**config.mk**
```make
export PLATFORM = sky130hd
export DESIGN_NAME = sc_stream_decoder
export DESIGN_NICKNAME = d
export VERILOG_FILES = /design/src/rtl/sc_pkg.sv /design/src/rtl/sc_lane_counter.sv /design/src/rtl/sc_stream_decoder.sv
export SDC_FILE = /design/constraint.sdc
export NUM_CORES = 1
export LEC_CHECK = 0
export BUFFER_PORTS_ARGS = -buffer_cell sky130_fd_sc_hd__buf_2
export CAP_MARGIN = 10
export CORE_ASPECT_RATIO = 1.2
export CORE_MARGIN = 2
export CORE_UTILIZATION = 55
export DETAILED_ROUTE_END_ITERATION = 10
export HOLD_SLACK_MARGIN = 0.12
export PLACE_DENSITY = 0.77
export SLEW_MARGIN = 20
export SYNTH_ARGS = -nofsm -noshare
export SYNTH_HDL_FRONTEND = slang
export SYNTH_SLANG_ARGS = --single-unit
```
**constraint.sdc**
```tcl
create_clock -name clk -period 5.3 [get_ports clk]
set_input_delay 0.53 -clock clk [delete_from_list [all_inputs] [get_ports clk]]
set_output_delay 0.53 -clock clk [all_outputs]
set_load 0.02 [all_outputs]
```
**src/rtl/sc_pkg.sv**
```systemverilog
// Shared stochastic-computing definitions: decoder FSM states, default lane/window sizes
// and the bipolar count mapping used by sc_stream_decoder.
package sc_pkg;

   typedef enum logic [1:0] {
      IDLE  = 2'd0,
      ACCUM = 2'd1,
      DONE  = 2'd2
   } sc_dec_state_t;

   localparam int SC_WIDTH  = 16;
   localparam int SC_WINDOW = 16;

   // A ones-count c over a window of n samples encodes the bipolar value 2c - n.
   function automatic int sc_bipolar(input int count, input int window);
      return 2 * count - window;
   endfunction

endpackage

```
**src/rtl/sc_lane_counter.sv**
```systemverilog
// One lane's ones-accumulator for the stochastic decoder. The count never exceeds the
// window length, so CNT_W is always wide enough and no wrap can occur.
module sc_lane_counter #(
   parameter int CNT_W = 5
) (
   input  logic             clk,
   input  logic             rst,
   input  logic             clr,
   input  logic             en,
   input  logic             lane_bit,
   output logic [CNT_W-1:0] count
);

   always_ff @(posedge clk or negedge rst) begin
      if (!rst) begin
         count <= '0;
      end else if (clr) begin
         count <= '0;
      end else if (en) begin
         count <= count + CNT_W'(lane_bit);
      end
   end

endmodule

```
**src/rtl/sc_stream_decoder.sv**
```systemverilog
// Stochastic-to-binary decoder: counts ones per lane over WINDOW valid samples.
// Define SC_DEC_BIPOLAR_EN to present signed 2*count-WINDOW results instead of raw counts.
module sc_stream_decoder
   import sc_pkg::*;
#(
   parameter int WIDTH  = SC_WIDTH,
   parameter int WINDOW = SC_WINDOW
) (
   input  logic                    clk,
   input  logic                    rst,
   input  logic                    start,
   input  logic                    in_valid,
   input  logic [WIDTH-1:0]        in,
   output logic                    busy,
   output logic                    done,
`ifdef SC_DEC_BIPOLAR_EN
   output logic [WIDTH*($clog2(WINDOW+1)+1)-1:0] result
`else
   output logic [WIDTH*$clog2(WINDOW+1)-1:0]     result
`endif
);

   localparam int CNT_W = $clog2(WINDOW + 1);
`ifdef SC_DEC_BIPOLAR_EN
   localparam int RES_W = CNT_W + 1;
`else
   localparam int RES_W = CNT_W;
`endif

   sc_dec_state_t          state;
   logic [CNT_W-1:0]       sample_cnt;
   logic                   start_accept;
   logic                   lane_en;
   logic                   last_sample;
   logic [CNT_W-1:0]       lane_count [WIDTH];
   logic [WIDTH*RES_W-1:0] result_next;

   assign start_accept = start && ((state == IDLE) || (state == DONE));
   assign lane_en      = (state == ACCUM) && in_valid;
   assign last_sample  = lane_en && (sample_cnt == CNT_W'(WINDOW - 1));

   // result_next folds in the current sample so the final count is captured on the same edge.
   for (genvar i = 0; i < WIDTH; i++) begin : g_lane
      logic [CNT_W-1:0] lane_sum;

      sc_lane_counter #(
         .CNT_W (CNT_W)
      ) u_lane (
         .clk      (clk),
         .rst      (rst),
         .clr      (start_accept),
         .en       (lane_en),
         .lane_bit (in[i]),
         .count    (lane_count[i])
      );

      assign lane_sum = lane_count[i] + CNT_W'(in[i]);

`ifdef SC_DEC_BIPOLAR_EN
      assign result_next[i*RES_W +: RES_W] = RES_W'(sc_bipolar(int'(lane_sum), WINDOW));
`else
      assign result_next[i*RES_W +: RES_W] = lane_sum;
`endif
   end

   always_ff @(posedge clk or negedge rst) begin
      if (!rst) begin
         state      <= IDLE;
         sample_cnt <= '0;
         busy       <= 1'b0;
         done       <= 1'b0;
         result     <= '0;
      end else begin
         done <= 1'b0;
         case (state)
            IDLE: begin
               if (start_accept) begin
                  state      <= ACCUM;
                  sample_cnt <= '0;
                  busy       <= 1'b1;
               end
            end
            ACCUM: begin
               if (lane_en) begin
                  sample_cnt <= sample_cnt + CNT_W'(1);
               end
               if (last_sample) begin
                  state  <= DONE;
                  busy   <= 1'b0;
                  done   <= 1'b1;
                  result <= result_next;
               end
            end
            DONE: begin
               if (start_accept) begin
                  state      <= ACCUM;
                  sample_cnt <= '0;
                  busy       <= 1'b1;
               end else begin
                  state <= IDLE;
               end
            end
            default: begin
               state <= IDLE;
               busy  <= 1'b0;
            end
         endcase
      end
   end

endmodule
```
# ---- Word-level counts from Yosys, hierarchy flattened
# Cells that the tools add are included.
# Widths: inputs -> output; s select.
dict set report classes {
  add_sub_neg 17
  mul 0
  div_mod_pow 0
  n_lt_le_gt_ge 0
  eq_ne 7
  n_shift 0
  mux 44
  bitwise_logic 0
  n_reduce_logical 12
}
# cell count
set ops {}
lappend ops {{$mux 5} 34}
lappend ops {{$add 5x1->5} 16}
lappend ops {{$pmux 5 s2} 1}
lappend ops {{$pmux 2 s3} 1}
lappend ops {{$reduce_and 2->1} 3}
lappend ops {{$add 5x1->5 const B} 1}
lappend ops {{$eq 5x4->1 const B} 1}
lappend ops {{$mux 1} 5}
lappend ops {{$mux 2} 2}
lappend ops {{$ne 2x1->1 const B} 2}
lappend ops {{$ne 2x2->1 const B} 2}
lappend ops {{$reduce_bool 2->1} 2}
lappend ops {{$logic_and 1x1->1} 3}
lappend ops {{$reduce_and 3->1} 1}
lappend ops {{$eq 2x1->1 const B} 1}
lappend ops {{$eq 2x2->1 const B} 1}
lappend ops {{$logic_not 2->1} 1}
lappend ops {{$pmux 1 s2} 1}
lappend ops {{$reduce_or 2->1} 1}
lappend ops {{$logic_or 1x1->1} 1}
dict set report word_totals {
  reg_bits 169
  latch_bits 0
  ramBits 0
  mem_bits_ro 0
  input_bits 20
  elab_cells 101
  memories 0
}

# ---- Longest topological paths before layout
dict set report logic_depth {
  word_depth 5
  ltp_mapped 8
}

# ---- Modules after synthesis
# From an unflattened synthesis, not the netlist that was laid out.
dict set report hier_totals {
  cells_unflattened 741
  hier_area_um2 8808.4
}
# mod instances cells_per_inst area_per_inst_um2 seq_area_each_um2
set by_module_without_submodules {}
lappend by_module_without_submodules {sc_lane_counter 16 23 276.5 125.1}
lappend by_module_without_submodules {sc_stream_decoder 1 373 4384.2 2227.1}

# ---- Worst setup path after synthesis
# Ideal clock, no wire load.
dict set report synth_timing {
  path_kind {flip-flop to flip-flop}
  startpoint {register sample_cnt[0]}
  endpoint {register result[10]}
  setup_time_ns 0.125
  arrival_ns 1.745
  required_ns 5.175
  slack_ns 3.431
  path_stages_with_launch 8
  period_less_slack_ns 1.869
  cell_sequence {dfrtp_1 > ha_1 > and3_1 > ha_1 > nand4b_2 > buf_2 > buf_6 > mux2_2}
}
dict set report synth_via {
  elab_chain_cells 3
}
# item line_no
set synth_rtl {}
lappend synth_rtl {{start, declared} sc_stream_decoder.sv:31} ;# logic [CNT_W-1:0] sample_cnt;
lappend synth_rtl {{start signal, assigned} sc_stream_decoder.sv:85} ;# sample_cnt <= sample_cnt + CNT_W'(1);
lappend synth_rtl {{$eq 5x4->1} sc_stream_decoder.sv:40} ;# assign last_sample = lane_en && (sample_cnt == CNT_W'(WINDOW - 1));
lappend synth_rtl {{$logic_and 1x1->1} sc_stream_decoder.sv:40}
lappend synth_rtl {{$reduce_and 2->1 (no source line)} -}
lappend synth_rtl {{end signal, assigned} sc_stream_decoder.sv:91} ;# result <= result_next;
lappend synth_rtl {{end, declared} sc_stream_decoder.sv:19} ;# output logic [WIDTH*$clog2(WINDOW+1)-1:0] result
# No other way between the ends.
# A chain may end at the register's enable or synchronous reset.

# ---- Worst setup path after layout
dict set report layout_timing {
  startpoint {register sample_cnt[0]}
  endpoint {register result[60]}
}
# Same word-level chain as after synthesis.

==> reports/qor.json <==
{
  "run_status": "completed",
  "worst_path_cell_with_the_longest_stage_delay": "sky130_fd_sc_hd__buf_4",
  "report.power.total_mw": 4.56,
  "clock.fmax_ghz": 0.352,
  "initial_utilization": 0.557,
  "placement.io_buffers": 101,
  "layout.cells.most_common": "sky130_fd_sc_hd__dfrtp_1",
  "worstPathMaxFanout": 82,
  "ys_seq_elements": 169,
  "grt_util_all_layers": 0.228,
  "timing.final.crit_share": 0.536,
  "min_delay_path_depth": 3,
  "most-common-layout-cells": "169 x sky130_fd_sc_hd__dfrtp_1, 126 x sky130_fd_sc_hd__nand2_1, 100 x sky130_fd_sc_hd__buf_2",
  "tightest_slew_ps": 1030,
  "reg2regPathDepth": 6,
  "final_layout_size_suffix_gt1_frac": 0.218,
  "cts.sink_count": 169,
  "clockRootBuffer": "sky130_fd_sc_hd__clkbuf_16",
  "num_rows": 47,
  "grt_max_degree": 114,
  "hpwl_mm": 10.5,
  "worst-endpoint-arrival_ps": 3150,
  "fp.dieH_um": 133,
  "cts_made_buffers": 17,
  "cap_violations": 0,
  "post_drt_via_cell_ratio": 5.66,
  "leakage_nw": 4.49,
  "min_path_type": "primary input to register",
  "cts_buffer_depth": 2,
  "setup.reg_to_reg.worst_slack_ps": 2460,
  "slew_violations": 0,
  "mappedNetlistNets": 736,
  "dpl_cell_area_mm2": 0.00817,
  "flow.area_growth_from_synthesis_pct": 15.4,
  "ys_seq_area_frac": 0.555,
  "synth_area_leader_cell": "sky130_fd_sc_hd__dfrtp_1",
  "drt_first_pass_iters": 5,
  "floorplan.die_area_mm2": 0.0148,
  "die-width_um": 111,
  "grt_pass1_vias": 5352,
  "synth_area_leaders": "sky130_fd_sc_hd__dfrtp_1 55%, sky130_fd_sc_hd__nand2_1 6.2%, sky130_fd_sc_hd__ha_1 5.6%",
  "yosys_warnings": 0,
  "critical_path.endpoint_type": "register",
  "antenna_left": 0,
  "relSlewSlack": 0.311,
  "ir_worst_vdd_v": 0.000257,
  "critPathLaunchType": "register",
  "cts-htree-levels": 4,
  "routed_wl_mm": 16.1,
  "post_synth_instance_area_mm2": 0.00763,
  "clkLatencyLatePin_ps": 430,
  "min-delay-start": "start",
  "critical-path-max-stage-delay_ps": 680,
  "final_hold_viol_count": 0,
  "synth_cells": 682,
  "floorplan.io_pins": 102,
  "num-nets-final": 823,
  "worst_path_required_ps": 5610,
  "crit_type": "register to register",
  "synth_cell_types": 33,
  "antenna_found_initial": 0,
  "power_density_mw_per_mm2": 518,
  "min_to": "busy",
  "critical_path_startpoint": "sample_cnt[0]",
  "grt_setup_unrepaired": "false",
  "critical_path.reg2reg.startpoint": "sample_cnt[0]",
  "timing.critical_path.mode_cell": "sky130_fd_sc_hd__ha_1",
  "route.vias.total": 5386,
  "design.core.area_mm2": 0.0137,
  "drt_iter0_drc": 449,
  "clkSlewWorstSetupHoldPaths_ps": 60,
  "post-route-min-period_ps": 2840,
  "cts_tree": "built",
  "grt_overflow": 0,
  "insertedDiodeCount": 0,
  "synthDominantCellAreaShare": 0.555,
  "cp_cell_sequence": "ha_1 > and3_1 > ha_1 > nand4b_4 > buf_4 > mux2_2",
  "grt_pass1_wl_mm": 26.9,
  "gp_routability_congestion": 0.816,
  "timing.final.setup_violations": 0,
  "avgRoutedWirePerCell_um": 16.9,
  "final_critical_path_setup_slack_ps": 2460,
  "stdcell_area_mm2": 0.00880,
  "pre_cts_slack_ps": 2480,
  "worst_r2r_endpoint": "result[60]",
  "detail_route.drc_violations": 0,
  "finalClockSkew_ps": 7.31,
  "syn_area_per_cell_um2": 11.2,
  "post_route_utilization": 0.642,
  "finalSetupTns_ps": 0
}
metrics by stage:
step / cells / hold WS, ps
after CTS: 950 / 293
after floorplan: 682 / 234
after global routing: 952 / 441
after detailed placement: 919 / 465
final: 952 / 410
after global placement: 919 / 459
registers in the layout, indices dropped and copies added (netlist names):
register             cells
g_lane.u_lane.count     80
done                     1
result                  80
state                    2
busy                     1
sample_cnt               5
synth_stat cells:
cell type / instances
sky130_fd_sc_hd__buf_1: 2
sky130_fd_sc_hd__buf_4: 3
sky130_fd_sc_hd__xnor2_1: 20
sky130_fd_sc_hd__nand3b_1: 2
sky130_fd_sc_hd__nor2_1: 1
sky130_fd_sc_hd__a211o_1: 19
sky130_fd_sc_hd__buf_6: 5
sky130_fd_sc_hd__and3_1: 1
sky130_fd_sc_hd__inv_1: 7
sky130_fd_sc_hd__nand4b_2: 1
sky130_fd_sc_hd__ha_1: 34
sky130_fd_sc_hd__o21ai_0: 53
sky130_fd_sc_hd__clkbuf_1: 8
sky130_fd_sc_hd__nor3b_1: 24
sky130_fd_sc_hd__o21ai_1: 1
sky130_fd_sc_hd__nand3_1: 39
sky130_fd_sc_hd__dfrtp_1: 169
sky130_fd_sc_hd__nand4_1: 1
sky130_fd_sc_hd__mux2i_1: 10
sky130_fd_sc_hd__and4_1: 7
sky130_fd_sc_hd__a21oi_1: 29
sky130_fd_sc_hd__nand2b_1: 1
sky130_fd_sc_hd__nor3_1: 7
sky130_fd_sc_hd__nor2b_1: 2
sky130_fd_sc_hd__or3_1: 4
sky130_fd_sc_hd__nor2_4: 1
sky130_fd_sc_hd__nand2_1: 126
sky130_fd_sc_hd__and3b_1: 1
sky130_fd_sc_hd__mux2_1: 2
sky130_fd_sc_hd__xor2_1: 28
sky130_fd_sc_hd__o2bb2ai_1: 21
sky130_fd_sc_hd__buf_2: 21
sky130_fd_sc_hd__mux2_2: 32
how the worst max path moves through the flow:
stage | end | cells past startpoint
3_3_place_gp | result[65] | 6
3_5_place_dp | result[60] | 6
5_1_grt | result[56] | 6
2_1_floorplan | result[10] | 7
6_report | result[60] | 6
4_1_cts | result[60] | 6
power by group:
part	internal, mW	switching [mW]	total [mW]
Clock	0.753	0.481	1.23
Combinational	0.551	0.811	1.36
Sequential	1.66	0.308	1.97
Total	2.96	1.60	4.56
cell families after synthesis:
logic type               synth area share
adder cells (fa/ha/maj)            0.0558
multiplexers                       0.0633
XOR/XNOR                           0.0551
flip-flops                          0.555
AO/OA/AOI/OAI                       0.100
buffers and inverters              0.0325
AND/OR/NAND/NOR                     0.138
routing by layer:
metal / global-route usage / wire length (um) / vias up
li1: - / - / 2558
met1: 0.326 / 7440 / 2658
met2: 0.352 / 7650 / 151
met3: 0.0454 / 803 / 19
met4: 0.0761 / 238 / 0
met5: 0 / 0 / -
worst max-delay path: cells and delay by family (launching register included):
| kind | cells | cell delay, ps |
|---|---|---|
| simple gates | 2 | 710 |
| buf+inv | 1 | 680 |
| fa+ha+maj | 2 | 450 |
| flops | 1 | 420 |
| mux | 1 | 410 |
cell type report:
type,instances,area [um2]
Fill cell,1064,4900
Sequential cell,169,4230
Multi-Input combinational cell,467,3160
Timing Repair Buffer,107,579
Clock buffer,25,505
Tap cell,171,214
Clock inverter,6,87.6
Inverter,7,26.3
what timing repair did:
item                                   CTS  global route
endpoints found under the hold margin    0            31
resized for setup                        0             0
setup buffers                            0             0
hold buffers                             0             1
No activity file was read; power rests on OpenSTA's default activity.
